<file path="config.mk">
export PLATFORM = sky130hd
export DESIGN_NAME = mem_arbiter
export DESIGN_NICKNAME = d
export VERILOG_FILES = /design/src/rtl/mem_arbiter_pkg.sv /design/src/rtl/arb_hold_reg.sv /design/src/rtl/mem_arbiter.sv
export SDC_FILE = /design/constraint.sdc
export NUM_CORES = 1
export LEC_CHECK = 0
export BUFFER_PORTS_ARGS = -buffer_cell sky130_fd_sc_hd__buf_2
export CORE_MARGIN = 4
export CORE_UTILIZATION = 48
export DETAILED_ROUTE_END_ITERATION = 7
export GPL_TIMING_DRIVEN = 0
export HOLD_SLACK_MARGIN = 0.05
export PLACE_DENSITY = 0.85
export SLEW_MARGIN = 20
export SYNTH_ARGS = -nofsm -noshare
export SYNTH_HDL_FRONTEND = slang
export SYNTH_SLANG_ARGS = --single-unit
</file>
<file path="constraint.sdc">
create_clock -name clk -period 3.2 [get_ports clk]
set_input_delay 0.16 -clock clk [delete_from_list [all_inputs] [get_ports clk]]
set_output_delay 0.16 -clock clk [all_outputs]
set_load 0.02 [all_outputs]
</file>
<file path="src/rtl/mem_arbiter_pkg.sv">
// mem_arbiter_pkg
//   Shared definitions for the memory arbiter: FSM state encoding and the
//   default address/data widths used by the top-level parameters.
package mem_arbiter_pkg;

  localparam int ADDR_W_DEF = 16;
  localparam int DATA_W_DEF = 16;

  typedef enum logic [1:0] {
    IDLE  = 2'b00,
    ISSUE = 2'b01,
    WAIT  = 2'b10,
    RESP  = 2'b11
  } arb_state_t;

endpackage

</file>
<file path="src/rtl/arb_hold_reg.sv">
// arb_hold_reg
//   Enable-gated holding register with synchronous active-low clear.
//   Ports:
//     clk   in   rising-edge clock
//     rst_n in   synchronous active-low reset (clears q)
//     load  in   capture d on the next edge
//     d     in   W-bit data to capture
//     q     out  W-bit held value
module arb_hold_reg
  import mem_arbiter_pkg::*;
#(
  parameter int W = 1
) (
  input  logic         clk,
  input  logic         rst_n,
  input  logic         load,
  input  logic [W-1:0] d,
  output logic [W-1:0] q
);

  // Hold value until loaded; cleared on reset
  always_ff @(posedge clk) begin
    if (!rst_n) begin
      q <= '0;
    end else if (load) begin
      q <= d;
    end else begin
      q <= q;
    end
  end

endmodule

</file>
<file path="src/rtl/mem_arbiter.sv">
// mem_arbiter
//   Shares one single-ported memory between the instruction side (port 0)
//   and the data side (port 1). Arbitrates in IDLE, latches the winner's
//   command, issues a single MemEn strobe, waits for MemDone and pulses
//   Done to the owner with the captured read data.
//
//   Build option: define ARB_RR_EN for round-robin tie breaking (port not
//   granted last wins a tie). Without it, port 1 wins every tie.
//
//   Ports:
//     clk, rst_n             clock, synchronous active-low reset
//     req0/1, wr0/1          request (held until done), 1 = write
//     addr0/1, wr_data0/1    per-port command
//     done0/1                one-cycle completion pulse to owner
//     rd_data                captured read data (valid with done)
//     busy                   arbiter not idle
//     mem_en, mem_wr         one-cycle access strobe, write enable
//     mem_addr, mem_wr_data  latched command towards memory
//     mem_rd_data, mem_done  memory response
module mem_arbiter
  import mem_arbiter_pkg::*;
#(
  parameter int AddrW = ADDR_W_DEF,
  parameter int DataW = DATA_W_DEF
) (
  input  logic             clk,
  input  logic             rst_n,
  input  logic             req0,
  input  logic             req1,
  input  logic             wr0,
  input  logic             wr1,
  input  logic [AddrW-1:0] addr0,
  input  logic [AddrW-1:0] addr1,
  input  logic [DataW-1:0] wr_data0,
  input  logic [DataW-1:0] wr_data1,
  output logic             done0,
  output logic             done1,
  output logic [DataW-1:0] rd_data,
  output logic             busy,
  output logic             mem_en,
  output logic             mem_wr,
  output logic [AddrW-1:0] mem_addr,
  output logic [DataW-1:0] mem_wr_data,
  input  logic [DataW-1:0] mem_rd_data,
  input  logic             mem_done
);

  // Command word layout: {wr, addr, wr_data, owner}
  localparam int CmdW = 1 + AddrW + DataW + 1;

  arb_state_t       state;
  arb_state_t       state_next;
  logic             any_req;
  logic             winner;
  logic             load_cmd;
  logic             load_rd;
  logic             owner;
  logic [CmdW-1:0]  cmd_d;
  logic [CmdW-1:0]  cmd_q;

  assign any_req  = req0 | req1;
  assign load_cmd = (state == IDLE) && any_req;
  assign load_rd  = ((state == ISSUE) || (state == WAIT)) && mem_done;

`ifdef ARB_RR_EN
  logic last_gnt;

  // Remember the most recent grant; reset value lets port 0 win the first tie
  always_ff @(posedge clk) begin
    if (!rst_n) begin
      last_gnt <= 1'b1;
    end else if (load_cmd) begin
      last_gnt <= winner;
    end else begin
      last_gnt <= last_gnt;
    end
  end

  // Round-robin pick: on a tie the port not granted last time wins
  always_comb begin
    winner = 1'b0;
    if (req0 && req1) begin
      winner = ~last_gnt;
    end else begin
      winner = req1;
    end
  end
`else
  // Fixed priority: port 1 wins a tie, a lone requester always wins
  always_comb begin
    winner = req1;
  end
`endif

  // Select the winner's command for the holding register
  always_comb begin
    cmd_d = {wr0, addr0, wr_data0, 1'b0};
    if (winner) begin
      cmd_d = {wr1, addr1, wr_data1, 1'b1};
    end else begin
      cmd_d = {wr0, addr0, wr_data0, 1'b0};
    end
  end

  arb_hold_reg #(.W(CmdW)) u_cmd_hold (
    .clk   (clk),
    .rst_n (rst_n),
    .load  (load_cmd),
    .d     (cmd_d),
    .q     (cmd_q)
  );

  arb_hold_reg #(.W(DataW)) u_rd_hold (
    .clk   (clk),
    .rst_n (rst_n),
    .load  (load_rd),
    .d     (mem_rd_data),
    .q     (rd_data)
  );

  assign {mem_wr, mem_addr, mem_wr_data, owner} = cmd_q;

  // State register
  always_ff @(posedge clk) begin
    if (!rst_n) begin
      state <= IDLE;
    end else begin
      state <= state_next;
    end
  end

  // Next-state logic; MemDone outside ISSUE/WAIT is ignored
  always_comb begin
    state_next = state;
    case (state)
      IDLE: begin
        if (any_req) begin
          state_next = ISSUE;
        end else begin
          state_next = IDLE;
        end
      end
      ISSUE: begin
        if (mem_done) begin
          state_next = RESP;
        end else begin
          state_next = WAIT;
        end
      end
      WAIT: begin
        if (mem_done) begin
          state_next = RESP;
        end else begin
          state_next = WAIT;
        end
      end
      RESP:    state_next = IDLE;
      default: state_next = IDLE;
    endcase
  end

  // Outputs decoded purely from state and the holding registers
  always_comb begin
    busy   = (state != IDLE);
    mem_en = (state == ISSUE);
    done0  = (state == RESP) && !owner;
    done1  = (state == RESP) && owner;
  end

endmodule

</file>
# Yosys cells after proc, flatten, opt, wreduce, memory -nomap -nowiden
# Index checks and enable logic that the tools add are counted.
totals:
  latchBits: 0
  in_bits: 87
  mem_bits_rw: 0
  mem_count: 0
  romBits: 0
  register_bits: 52
classes:
  multipliers: 0
  eq_ne: 3
  mux: 4
  div_mod_pow: 0
  n_bitwise: 1
  shifts: 0
  n_reduce_logical: 9
  order_cmp: 0
  add_sub_neg: 0
ops:
  columns: ["operator", "n"]
  rows:
  - ["2-to-1 mux 34 bit", 1]
  - ["case mux 2 bit (3 select lines)", 1]
  - ["equality test 2 bit, second input constant", 2]
  - ["logical AND 1 bit", 4]
  - ["equality test 2 x 1 -> 1 bit, second input constant", 1]
  - ["logical NOT 2 bit", 1]
  - ["2-to-1 mux 1 bit", 2]
  - ["nonzero test 2 bit", 1]
  - ["OR reduction 2 bit", 1]
  - ["logical NOT 1 bit", 1]
  - ["logical OR 1 bit", 1]
  - ["OR 1 bit", 1]

# Longest topological paths before layout
logic_depth:
  depth_word: 3
  ltp_mapped: 6
  mapped_depth_nobuf: 4

# Cells and area by module
# From an unflattened synthesis, not the netlist that was laid out.
unflattened:
  cells_unflattened: 212
  area_unflattened_um2: 2625.0
modules_own_cells:
  columns: ["mod", "area_each_um2", "instances", "cells_per_inst"]
  rows:
  - ["arb_hold_reg (u_cmd_hold)", 1316.3, 1, 109]
  - ["mem_arbiter", 693.2, 1, 52]
  - ["arb_hold_reg (u_rd_hold)", 615.6, 1, 51]

# Worst setup path after synthesis
# OpenSTA, ideal clock, no wires.
synth_path:
  kind: "register -> register"
  from: "register state[0]"
  to: "register u_rd_hold.q[13]"
  t_required_ns: 3.085
  arrival_time_ns: 1.219
  n_path_buf: 1
  stages_incl_launch_ff: 6
  synth_period_minus_slack_ns: 1.334
  slack_ns: 1.866
  cell_sequence: "dfxtp_1 > inv_1 > ha_1 > clkbuf_1 > and3_1 > o21a_1"
synth_via:
  elab_chain_cells: 3
  elab_cells_between_ends: 4
synth_rtl:
  columns: ["item", "line_no", "rtl"]
  rows:
  - ["from (decl)", "mem_arbiter.sv:51", "arb_state_t state;"]
  - ["from (signal assigned)", "mem_arbiter.sv:128", "state <= state_next;"]
  - ["equality test 2 x 1 -> 1 bit or equality test 2 bit (tied branches)", "mem_arbiter.sv:63", "assign load_rd = ((state == ISSUE) || (state == WAIT)) && mem_done;"]
  - ["logical OR 1 bit (*)", "mem_arbiter.sv:63", null]
  - ["logical AND 1 bit (*)", "mem_arbiter.sv:63", null]
  - ["to (signal assigned)", "arb_hold_reg.sv:28", "q <= q;"]
  - ["to (decl)", "arb_hold_reg.sv:18", "output logic [W-1:0] q"]
# Mark *: on every way between the ends. The rest lies on a longest branch, timed or not.
# A chain may end at the register's enable or synchronous reset.

# Worst setup path after layout
layout_path:
  from: "register state[0]"
  to: "register u_rd_hold.q[9]"
# Same word-level chain as after synthesis.

==> flow_metrics.tcl <==
set metrics [dict create \
    outcome "completed" \
    ant_nets 0 \
    max_stage_delay_ns 0.37 \
    hold_class "in -> reg" \
    antenna_found_initial 0 \
    final_common_cell "buf_2" \
    crit_family "buffers and inverters" \
    final_area_um2 3496 \
    num_rows 26 \
    place_area_um2 3402 \
    cts_tree "done" \
    critPathRequiredTime_ns 3.39 \
    path_clk_slew_ns 0.09 \
    grt_pass1_vias 2320 \
    drive_gt1_share_pct 48.67 \
    slew_headroom_pct 67.63 \
    via_count 2357 \
    post_layout_nonfiller_instances 485 \
    powerDensity_nw_per_um2 543.7 \
    drtIter0Drc 35 \
    skew_ns 0.007734 \
    final_cell_mix "140 x buf_2, 52 x dfxtp_1, 38 x buf_4, 34 x nand2_1, 33 x mux2i_1" \
    fmax_mhz 636.6 \
    grt_overflow_total 0 \
    syn_to_final_growth_pct 32.98 \
    routed_wl_mm 6.541 \
    slew_violations 0 \
    portBuffers 137 \
    ys_seq_area_share_pct 39.60 \
    cts_setup_buffers 0 \
    synthFlopType "dfxtp_1" \
    setup_tns_ns 0 \
    cts_root_buf "clkbuf_8" \
    crit_type "reg -> reg" \
    worstPathArrival_ns 1.76 \
    power_frac_seq_pct 41.5 \
    whs_ns 0.1676 \
    grt_start_max_net_pins 16 \
    cts.repair.resized 0 \
    die_w_um 82.01 \
    cp-start-kind "flip-flop" \
    grt_usage_pct 18.99 \
    yosysUniqueCellTypes 20 \
    nNetsFinal 504 \
    setup_slack_ns 1.629 \
    power_leakage_nw 1.840 \
    synth_nets 360 \
    max-cap-violations 0 \
    comb_power_share_pct 38.6 \
    p_int_mw 1.260 \
    switching_share_pct 33.73 \
    core-area_um2 5205 \
    cp_num_buf_inv 2 \
    worstMarginPinSlew_ns 0.4856 \
    grt_pass1_wl_mm 10.19 \
    start_util_pct 50.50 \
    ys_seq_elements 52 \
    syn_inst 270 \
    finalCritPeriodShare_pct 49.09 \
    wl_per_cell_um 13.49 \
    yosysWarnings 0 \
    crit_fanout 10 \
    routabilityCongestion 0.7650 \
    pre_cts_slack_ns 1.643 \
    clk_path_buf_depth 2 \
    ios 140 \
    fin_util_pct 67.16 \
    clkLatencyLatePin_ns 0.29 \
    dieArea_um2 6725 \
    finalSetupViolCount 0 \
    cts_hold_buf 0 \
    min_period_ns 1.571 \
    end_kind "flip-flop" \
    cts_htree_levels 2 \
    clock_power_share_pct 19.9 \
    power_mw 1.901 \
    async_flop_share_pct 0 \
    drt-pass1-iter-count 6 \
    clock_sinks 52 \
    p_switching_mw 0.6411 \
    irDropWorstVdd_uv 334.7 \
    drc 0 \
    cts_buffers 5 \
    via_per_inst 4.860 \
    die_h_um 82.01 \
    dp_hpwl_mm 5.134 \
    avgSynthCellArea_um2 9.736 \
    n_antenna_cell 0 \
    cp_slowest_cell "dfxtp_1" \
    cp_cell_sequence "inv_1 -> ha_1 -> clkbuf_1 -> a21boi_0 -> o21a_1" \
    place_inst 477 \
    synth_area_um2 2629 \
    synth_edf_count 0 \
    rsz0062_at_grt "false" \
    hold_viol 0 \
]
tightest hold or removal path, stage by stage:
cell and delay, ns:
buf_2 0.07, mux2i_1 0.05, o22ai_1 0.13
path summary, 6_finish.rpt:
kind | cells past startpoint | start | slack [ns] | endpoint
min reg2reg | 2 | u_cmd_hold.q[15] | 0.47 | u_cmd_hold.q[15]
max | 5 | state[0] | 1.63 | u_rd_hold.q[9]
min | 3 | wr_data0[14] | 0.17 | u_cmd_hold.q[15]
max reg2reg | 5 | state[0] | 1.63 | u_rd_hold.q[9]
routing by layer:
| layer | vias up | global-route usage [%] | share of wire (%) |
|---|---|---|---|
| met5 | - | 0 | 0 |
| li1 | 1201 | - | - |
| met1 | 1049 | 22.65 | 43 |
| met2 | 99 | 34.25 | 48 |
| met3 | 8 | 3.838 | 8.0 |
| met4 | 0 | 5.316 | 1.3 |
cells in the mapped netlist (2+ instances only):
| library cell | n | area share (%) |
|---|---|---|
| dfxtp_1 | 52 | 40 |
| mux2i_1 | 33 | 13 |
| and2_1 | 2 | 0.48 |
| inv_1 | 3 | 0.43 |
| o21a_1 | 18 | 5.1 |
| o22ai_1 | 23 | 5.5 |
| nand2_1 | 34 | 4.9 |
| o22ai_2 | 10 | 4.8 |
| clkbuf_1 | 8 | 1.1 |
| buf_6 | 5 | 2.1 |
| buf_4 | 38 | 11 |
| buf_2 | 3 | 0.57 |
| a21boi_0 | 17 | 4.9 |
| and3_1 | 16 | 3.8 |
| ha_1 | 3 | 1.4 |
logic make-up (layout without fill, tap and decap cells):
| family | Yosys count | in the layout | synth area share, % |
|---|---|---|---|
| buffers and inverters | 58 | 203 | 15.28 |
| AO/OA/AOI/OAI | 70 | 70 | 21.42 |
| AND/OR/NAND/NOR | 54 | 54 | 9.710 |
| adder cells (fa/ha/maj) | 3 | 3 | 1.428 |
| flip-flops | 52 | 52 | 39.60 |
| multiplexers | 33 | 33 | 12.57 |
registers in the layout, summed over array words and instances, names as in the netlist:
signal / count
u_rd_hold.q: 16
u_cmd_hold.q: 34
state: 2
area by class of cell:
| class | count | area (µm²) |
|---|---|---|
| multi-input cells | 160 | 1186 |
| well taps | 70 | 87.58 |
| repair buffers | 137 | 685.7 |
| inverters | 3 | 11.26 |
| plain buffers | 55 | 390.4 |
| flip-flops and latches | 52 | 1041 |
| clock buffers | 7 | 86.33 |
| fillers | 454 | 1709 |
| clock inverters | 1 | 7.507 |
power by group through the flow:
stage / clock [mW] / sequential, mW / combinational, mW
finish: 0.378 / 0.789 / 0.734
global route: 0.421 / 0.802 / 0.797
CTS: 0.388 / 0.789 / 0.740
detailed placement: 0 / 0.804 / 0.737
global placement: 0 / 0.799 / 0.724
floorplan: 0 / 0.826 / 0.495
Note: power is estimated with default switching activity, not from simulation.
